`config.mk`:
```
export PLATFORM = sky130hd
export DESIGN_NAME = mult_add_recomposer
export DESIGN_NICKNAME = d
export VERILOG_FILES = /design/src/rtl/mult_add_recomposer.sv
export SDC_FILE = /design/constraint.sdc
export NUM_CORES = 1
export LEC_CHECK = 0
export CAP_MARGIN = 10
export CORE_AREA = 2 2 72 74
export CTS_BUF_LIST = sky130_fd_sc_hd__clkbuf_8
export DETAILED_ROUTE_END_ITERATION = 8
export DIE_AREA = 0 0 74 76
export DONT_BUFFER_PORTS = 1
export HOLD_SLACK_MARGIN = 0.05
export PLACE_DENSITY_LB_ADDON = 0.08
export SLEW_MARGIN = 5
export SYNTH_ARGS = -nofsm -noshare
export SYNTH_HDL_FRONTEND = slang
export SYNTH_SLANG_ARGS = --single-unit
```
`constraint.sdc`:
```
create_clock -name CLK -period 2.8 [get_ports CLK]
set_input_delay 0 -clock CLK [delete_from_list [all_inputs] [get_ports CLK]]
set_output_delay 0 -clock CLK [all_outputs]
set_load 0.005 [all_outputs]
```
`src/rtl/mult_add_recomposer.sv`:
```
// Sequential shift-add multiply-accumulate: product = multiplicand * multiplier + addend.
// One operation in flight; WL iteration cycles plus one DONE cycle per operation.
module mult_add_recomposer #(
  parameter int WL = 4
) (
  input  logic              CLK,
  input  logic              RST,
  input  logic              start,
  input  logic [WL-1:0]     multiplicand,
  input  logic [WL-1:0]     multiplier,
  input  logic [WL-1:0]     addend,
  output logic              ready,
  output logic              done,
  output logic [2*WL-1:0]   product
);

  localparam int CW = (WL > 2) ? $clog2(WL) : 1;
  localparam logic [CW-1:0] LAST_BIT = CW'(WL - 1);

  typedef enum logic [1:0] {
    IDLE = 2'd0,
    RUN  = 2'd1,
    DONE = 2'd2
  } state_t;

  state_t            state_q, state_d;
  logic [WL-1:0]     a_q, a_d;
  logic [WL-1:0]     b_q, b_d;
  logic [2*WL-1:0]   acc_q, acc_d;
  logic [CW-1:0]     cnt_q, cnt_d;
  logic [2*WL-1:0]   product_q, product_d;

  logic [2*WL-1:0]   partial_term;
  logic [2*WL-1:0]   acc_step;

  // Shifted multiplicand is added only when the current multiplier bit is set.
  always_comb begin
    partial_term = '0;
    if (b_q[cnt_q]) begin
      partial_term = {{WL{1'b0}}, a_q} << cnt_q;
    end
    acc_step = acc_q + partial_term;
  end

  always_comb begin
    state_d   = state_q;
    a_d       = a_q;
    b_d       = b_q;
    acc_d     = acc_q;
    cnt_d     = cnt_q;
    product_d = product_q;

    unique case (state_q)
      IDLE: begin
        if (start) begin
          a_d     = multiplicand;
          b_d     = multiplier;
          acc_d   = {{WL{1'b0}}, addend};
          cnt_d   = '0;
          state_d = RUN;
        end
      end
      RUN: begin
        acc_d = acc_step;
        cnt_d = cnt_q + 1'b1;
        // All WL bits are always processed, even for a zero multiplier.
        if (cnt_q == LAST_BIT) begin
          product_d = acc_step;
          state_d   = DONE;
        end
      end
      DONE: begin
        state_d = IDLE;
      end
      default: begin
        state_d = IDLE;
      end
    endcase
  end

  always_ff @(posedge CLK or posedge RST) begin
    if (RST) begin
      state_q   <= IDLE;
      a_q       <= '0;
      b_q       <= '0;
      acc_q     <= '0;
      cnt_q     <= '0;
      product_q <= '0;
    end else begin
      state_q   <= state_d;
      a_q       <= a_d;
      b_q       <= b_d;
      acc_q     <= acc_d;
      cnt_q     <= cnt_d;
      product_q <= product_d;
    end
  end

  // Status comes straight off the state register, so reset clears it without a clock.
  assign ready   = (state_q == IDLE);
  assign done    = (state_q == DONE);
  assign product = product_q;

endmodule

```
==> impl_results.md, run 1 <==
- Net Sw Frac: 43.4%
- Pwr Total: 2.41 mW
- Worst-Margin Slew: 0.621 ns
- Avg Inst Size Synth: 10.1 um2
- Clock share of power: 10.6%
- Skew final: 0.00136 ns
- Share of power burned in registers: 32.8%
- GRT overflow: 0
- Wire length per cell: 14.7 um
- Diodes inserted: 0
- Mapped Nets: 185
- Global-route wire length before repair: 6230 um
- Share of cells above drive strength 1: 13.5%
- Total track usage: 14.2%
- WP data required: 3.01 ns
- Vias per inst: 5.00
- CTS Buf Count: 3
- ANT nets after route: 0
- Sequential element share of the synthesized area: 43.0%
- Slew HR: 58.5%
- Worst-case clock buffer depth: 2
- Area Overhead vs Synth: 18.6%
- Top achievable clock speed: 0.392 GHz
- Unique masters post-synth: 43
- Final worst-path cycle share: 91.2%
- Final Instance Area: 1930 um2
- Worst Setup End Kind: flip-flop
- Hold Buf Count CTS: 14
- Leakage: 0.832 nW
- Initial antenna violation count: 0
- TritonCTS Sinks: 28
- Vias in the first global route: 1269
- Dpl cell area: 1720 um2
- Final Hold Viols: 0
- Ys Warns: 0
- Comb pwr share: 56.6%
- DPL Wire Length: 2640 um
- Setup violators final: 0
- Maximum VDD drop: 0.385 mV
- Std cell rows: 26
- CTS root buf: clkbuf_8
- Largest net degree at the start of global routing: 29
- Register clock-pin slew on the reported worst setup and hold paths: 0.10 ns
- Top Ports: 25
- Filler Cell Count: 492
- Final net count: 203
- Worst-Skew Late Latency: 0.27 ns
- DRC viols: 0
- Number of synthesized flops with an enable pin: 0
- Pre-CTS setup slack: 0.286 ns
- Post-CTS Setup Inserts: 0
- GP Congestion: 0.838
- Final Slew Violations: 0
- Core area: 4910 um2
- Number of port buffers: 0
- Final hold slack: 0.230 ns
- Resize count post-CTS: 0
- Synthesized instance count: 161
- Die ar.: 5620 um2
- Initial Util: 33.1%
- Sw power: 1.05 mW
- Chip Width: 74 um
- Crit path kind: flip-flop to flip-flop
- Main flop type after synthesis: dfrtp_1
- Post-synth top area cell: dfrtp_1
- Synth area leaders: dfrtp_1 (43%), mux2_2 (7.6%), ha_1 (6.1%)
- Die Ht: 76 um
- CTS H-tree depth: 1
- TNS Setup: 0 ns
- RSZ-0062 raised after global routing: no
- Hold Path Class: input port to asynchronous set/reset pin
- Outcome: completed
- P per Cell Area: 1250 nW/um2
- Worst path arrival time: 2.77 ns
- Final wirelength: 3640 um
- Initial DRC count: 48
- Number of register bits inferred by synthesis: 28
- Maxcap violations: 0
- Routed vias: 1240
- Crit Path Max Fanout: 5
- CP Launch Type: flip-flop
- Final WS setup: 0.246 ns
- Top-area cell type share of the netlist area: 43.0%
- Syn Std Cell Area: 1630 um2
- Int Pwr: 1.37 mW
- Crit path time final: 2.55 ns
- Drt pass-1 iters: 4
- CTS tree: built
- Ys async rst share: 100%
==> worst max-delay path, stage by stage, from the launching register on <==
cell and delay (ns):
dfrtp_1 0.43, mux4_2 0.49, and2_1 0.16, ha_1 0.35
nor2b_4 0.16, o31a_1 0.30, or4_1 0.49, nand3_1 0.11
==> cell usage after synthesis (2+ instances only) <==
master      n
a211oi_1    3
a21o_1      2
a21oi_1     6
a221o_1     2
and2_1      4
buf_2       2
clkbuf_1    4
dfrtp_1    28
ha_1        8
inv_1       7
mux2_2     11
nand2_1    20
nand2b_1    2
nand3_1     7
nand3b_1    4
nor2_1      5
nor2b_1     4
nor3_1      3
o2111ai_1   2
o21ai_0    11
or4_1       3
xnor2_1     2
==> cell families after synthesis <==
kind of cell	after synthesis	share of synthesized area, %
xor+xnor	3	1.61
compound gates	38	15.9
flops	28	43.0
mux	13	9.61
fa+ha+maj	9	7.38
simple gates	57	19.3
buf+inv	13	3.15
==> cell usage in the layout, fill, tap and decap left out, types with 5 or more instances in the layout <==
cell,netlist,layout
a21oi_1,6,6
dfrtp_1,28,28
dlygate4sd3_1,0,14
ha_1,8,8
inv_1,7,7
mux2_2,11,11
nand2_1,20,20
nand3_1,7,7
nor2_1,5,5
o21ai_0,11,11
==> power by group through the flow <==
stage | combinational, mW | sequential [mW] | clock (mW)
detailed placement | 1.35 | 0.800 | 0
CTS | 1.37 | 0.794 | 0.274
finish | 1.36 | 0.791 | 0.255
global route | 1.55 | 0.821 | 0.290
floorplan | 1.07 | 0.746 | 0
global placement | 1.33 | 0.796 | 0
==> stage by stage <==
step / utilization [%] / cells
global route: 39.3 / 248
finish: 39.3 / 248
floorplan: - / 161
detailed placement: 35.0 / 229
CTS: 39.0 / 247
global placement: 35.0 / 229
==> flip-flops by register name, summed over array words and instances (netlist names) <==
register	count
acc_q	8
product	8
a_q	4
b_q	4
cnt_q	2
state_q	2
==> metal layers <==
layer | part of all wire, % | global-route usage [%] | wire (um) | vias up
li1 | - | - | - | 618
met1 | 47 | 19.9 | 1720 | 596
met2 | 48 | 22.3 | 1760 | 21
met3 | 3.1 | 2.12 | 111 | 5
met4 | 1.3 | 4.36 | 48 | 0
met5 | 0 | 0 | 0 | -
==> cell type report <==
type	instances	area [um2]	area share (%)
Clock buffer	4	55.1	2.85
Inverter	7	26.3	1.36
Tap cell	70	87.6	4.54
Sequential cell	28	701	36.3
Timing Repair Buffer	19	185	9.59
Multi-Input combinational cell	120	876	45.4
==> worst paths after layout <==
path | from | end | slack, ns | cells after the start
worst max-delay path | b_q[0]$_DFFE_PP0P_ | acc_q[6]$_DFFE_PP0P_ | 0.25 | 7
worst min-delay path | RST | product[2]$_DFFE_PP0P_ | 0.23 | 2
worst max register to register | b_q[0]$_DFFE_PP0P_ | acc_q[6]$_DFFE_PP0P_ | 0.25 | 7
worst min register to register | acc_q[0]$_DFFE_PP0P_ | acc_q[0]$_DFFE_PP0P_ | 0.50 | 2
max in group asynchronous | RST | product[0]$_DFFE_PP0P_ | 2.06 | 3
min in group CLK | addend[0] | acc_q[0]$_DFFE_PP0P_ | 0.39 | 3
(Power assumes the default switching activity.)
==> run 2, diff against run 1 <==
--- a/config.mk
+++ b/config.mk
@@ -5,11 +5,12 @@
 export SDC_FILE = /design/constraint.sdc
 export NUM_CORES = 1
 export LEC_CHECK = 0
+export ABC_AREA = 1
 export CAP_MARGIN = 10
-export CORE_AREA = 2 2 72 74
+export CORE_AREA = 2 2 71 73
 export CTS_BUF_LIST = sky130_fd_sc_hd__clkbuf_8
 export DETAILED_ROUTE_END_ITERATION = 8
-export DIE_AREA = 0 0 74 76
+export DIE_AREA = 0 0 73 75
 export DONT_BUFFER_PORTS = 1
 export HOLD_SLACK_MARGIN = 0.05
 export PLACE_DENSITY_LB_ADDON = 0.08
==> run 2 against run 1 <==
Effect of this change:
- hold slack worse by 0.16 ns
- global-route usage is 0.72 points higher
- first-iteration DRC count is 85% higher
- flip-flop and latch count stayed put
- sequential share of layout area is 0.56 points lower
- final area is 1.6% higher
- utilization is 2.8 points higher
- worst setup slack better by 0.066 ns
- total power is 2.4% lower
- synthesized area is 0.69% lower
- synthesized cell count is 24% higher
==> impl_results.md, run 2 <==
- Outcome: completed
- Routed vias: 1322 (+6.6%)
- Setup violators final: 0 (unchanged)
- Chip Width: 73 um (-1.4%)
- Ys Warns: 0 (unchanged)
- Crit path top cell by count: nand3_1
- Diodes inserted: 0 (unchanged)
- Filler Cell Count: 490 (-0.41%)
- Top achievable clock speed: 0.402 GHz (+2.7%)
- Largest net degree at the start of global routing: 29 (unchanged)
- Drt pass-1 iters: 4 (unchanged)
- CTS H-tree depth: 1 (unchanged)
- Die Ht: 75 um (-1.3%)
- Initial DRC count: 89 (+85%)
- CP Cell Sequence: inv_1 -> o21ai_0 -> nand2_1 -> o21ai_0 -> inv_1 -> ha_1 -> or2_2 -> nand3_1 -> nand3_1 -> nand3_1 -> nand2_1
- CTS root buf: clkbuf_8
- Total track usage: 14.9% (+0.72 points)
- Worst-Margin Slew: 0.457 ns (-0.165 ns)
- ANT nets after route: 0 (unchanged)
- Final wirelength: 3560 um (-2.1%)
- Avg Inst Size Synth: 8.12 um2 (-20%)
- Crit path kind: flip-flop to flip-flop
- Synthesized instance count: 199 (+24%)
- Worst-case clock buffer depth: 2 (unchanged)
- P per Cell Area: 1200 nW/um2 (-3.9%)
- Pre-CTS setup slack: 0.324 ns (+0.0376 ns)
- WP data required: 2.98 ns (-0.03 ns)
- TNS Setup: 0 ns (unchanged)
- Unique masters post-synth: 25 (-42%)
- DRC viols: 0 (unchanged)
- TritonCTS Sinks: 28 (unchanged)
- Register clock-pin slew on the reported worst setup and hold paths: 0.10 ns (about the same)
- Wire length per cell: 12.9 um (-12%)
- Crit Path Max Fanout: 13 (+8)
- Top-area cell type share of the netlist area: 43.3% (+0.30 points)
- Area Overhead vs Synth: 21.3%
- Commonest non-fill, non-tap cell in the layout: nand2_1
- Crit path time final: 2.49 ns (-0.0663 ns)
- Share of cells above drive strength 1: 7.62% (-5.9 points)
- Worst Setup End Kind: flip-flop
- Cell with the most instances after synthesis: nand2_1
- Worst path arrival time: 2.67 ns (-0.10 ns)
- GRT overflow: 0 (unchanged)
- Slew HR: 69.5% (+11 points)
- DPL Wire Length: 2550 um (-3.7%)
- CTS tree: built
- Global-route wire length before repair: 6240 um (+0.22%)
- GP Congestion: 0.844 (+0.79%)
- Std cell rows: 25 (-3.8%)
- Max stage delay on crit path: 0.55 ns (+0.06 ns)
- Vias in the first global route: 1319 (+3.9%)
- Skew final: 0.00627 ns (+0.00491 ns)
- Number of synthesized flops with an enable pin: 0 (unchanged)
- Final net count: 248 (+22%)
- Initial antenna violation count: 0 (unchanged)
- Core area: 4660 um2 (-5.1%)
- Syn Std Cell Area: 1620 um2 (-0.69%)
- Final Instance Area: 1960 um2 (+1.6%)
- Top Ports: 25 (unchanged)
- RSZ-0062 raised after global routing: no
- Sequential element share of the synthesized area: 43.3% (+0.30 points)
- Initial Util: 34.7% (+1.5 points)
- Maximum VDD drop: 0.357 mV (-7.2%)
- Main flop type after synthesis: dfrtp_1
- Number of register bits inferred by synthesis: 28 (unchanged)
- Vias per inst: 4.77 (-4.5%)
- Die ar.: 5480 um2 (-2.6%)
- Maxcap violations: 0 (unchanged)
- Final Slew Violations: 0 (unchanged)
- Mapped Nets: 223 (+21%)
- Worst-Skew Late Latency: 0.28 ns (about the same)
- Most frequent cells in the layout: nand2_1 (54), dfrtp_1 (28), inv_1 (27)
- Post-synth top area cell: dfrtp_1
- Top post-synthesis cells by count: nand2_1 (54), dfrtp_1 (28), inv_1 (27)
- Leakage: 1.02 nW (+23%)
- CP Launch Type: flip-flop
- Dpl cell area: 1670 um2 (-3.1%)
- Final WS setup: 0.312 ns (+0.0663 ns)
- Final worst-path cycle share: 88.8% (-2.4 points)
- Number of port buffers: 0 (unchanged)
- Final Hold Viols: 0 (unchanged)
- Final core utilization: 42.1% (+2.8 points)
- CTS Buf Count: 3 (unchanged)
- Hold Path Class: input port to flip-flop
- CP max stage cell: dfrtp_1
- Synth area leaders: dfrtp_1 (43%), nand2_1 (13%), nand3_1 (7.1%)
- Ys async rst share: 100% (unchanged)
## run 2: cell count changes after synthesis, moves of 8 or more
cell     before  now
nor2_1        5   14
inv_1         7   27
nand3_1       7   23
mux2_2       11    3
nand2_1      20   54
## run 2: per-layer routing
| metal | vias up | global-route usage (%) | share of wire, % |
|---|---|---|---|
| li1 | 691 | - | - |
| met2 | 19 | 26.8 | 50 |
| met4 | 0 | 4.32 | 1.2 |
| met5 | - | 0 | 0 |
| met3 | 4 | 2.14 | 2.4 |
| met1 | 608 | 18.6 | 47 |
## run 2: stage by stage
step                std cells  hold WS, ns  power (mW)
floorplan                 199       0.0654        1.76
global route              277        0.107        2.63
finish                    277       0.0743        2.35
global placement          251        0.151        2.00
detailed placement        251        0.151        2.03
CTS                       276       0.0783        2.36
## run 2: cells by family after synthesis
family	Yosys count	synth area share [%]
xor gates and xnor gates	1	0.542
muxes	5	3.95
buffers and inverters	30	7.51
adders and majority gates	9	7.43
AOI/OAI and AO/OA	25	8.44
DFF	28	43.3
and+or+nand+nor	101	28.8
## run 2: area by class of cell
type                       count  area (um2)  share of cell area [%]
sequential                    28         701                    35.7
clock buffer                   4        55.1                    2.81
timing repair buffer          22         238                    12.1
multi-input combinational    141         795                    40.5
tap                           54        67.6                    3.45
inverter                      28         105                    5.36
## run 2: path summary, 6_finish.rpt
kind | from | to | slack [ns] | cells after the start
worst min register to register | acc_q[5]$_DFFE_PP0P_ | acc_q[5]$_DFFE_PP0P_ | 0.50 | 2
worst max register to register | cnt_q[0]$_DFFE_PP0P_ | acc_q[7]$_DFFE_PP0P_ | 0.31 | 11
min in group asynchronous | RST | acc_q[6]$_DFFE_PP0P_ | 0.16 | 2
worst max-delay path | cnt_q[0]$_DFFE_PP0P_ | acc_q[7]$_DFFE_PP0P_ | 0.31 | 11
max in group asynchronous | RST | product[0]$_DFFE_PP0P_ | 2.19 | 3
worst min-delay path | addend[3] | acc_q[3]$_DFFE_PP0P_ | 0.07 | 2
## run 2: power breakdown
group	leakage (nW)	switching [mW]	total, mW	internal, mW
Clock	0.0288	0.131	0.257	0.126
Sequential	0.341	0.147	0.747	0.600
Combinational	0.651	0.793	1.35	0.557
## run 2: repair_timing
action,in CTS,in global routing
setup buffers,0,0
endpoints found under the hold margin,40,0
hold buffers,21,0
gates resized for setup,0,0
## run 2: worst max-delay path, delay by kind of cell, from the launching register on
family / cells / cell delay [ns]
AND/OR/NAND/NOR: 6 / 0.86
flip-flops: 1 / 0.55
AO/OA/AOI/OAI: 2 / 0.46
adder cells (fa/ha/maj): 1 / 0.34
buffers and inverters: 2 / 0.19
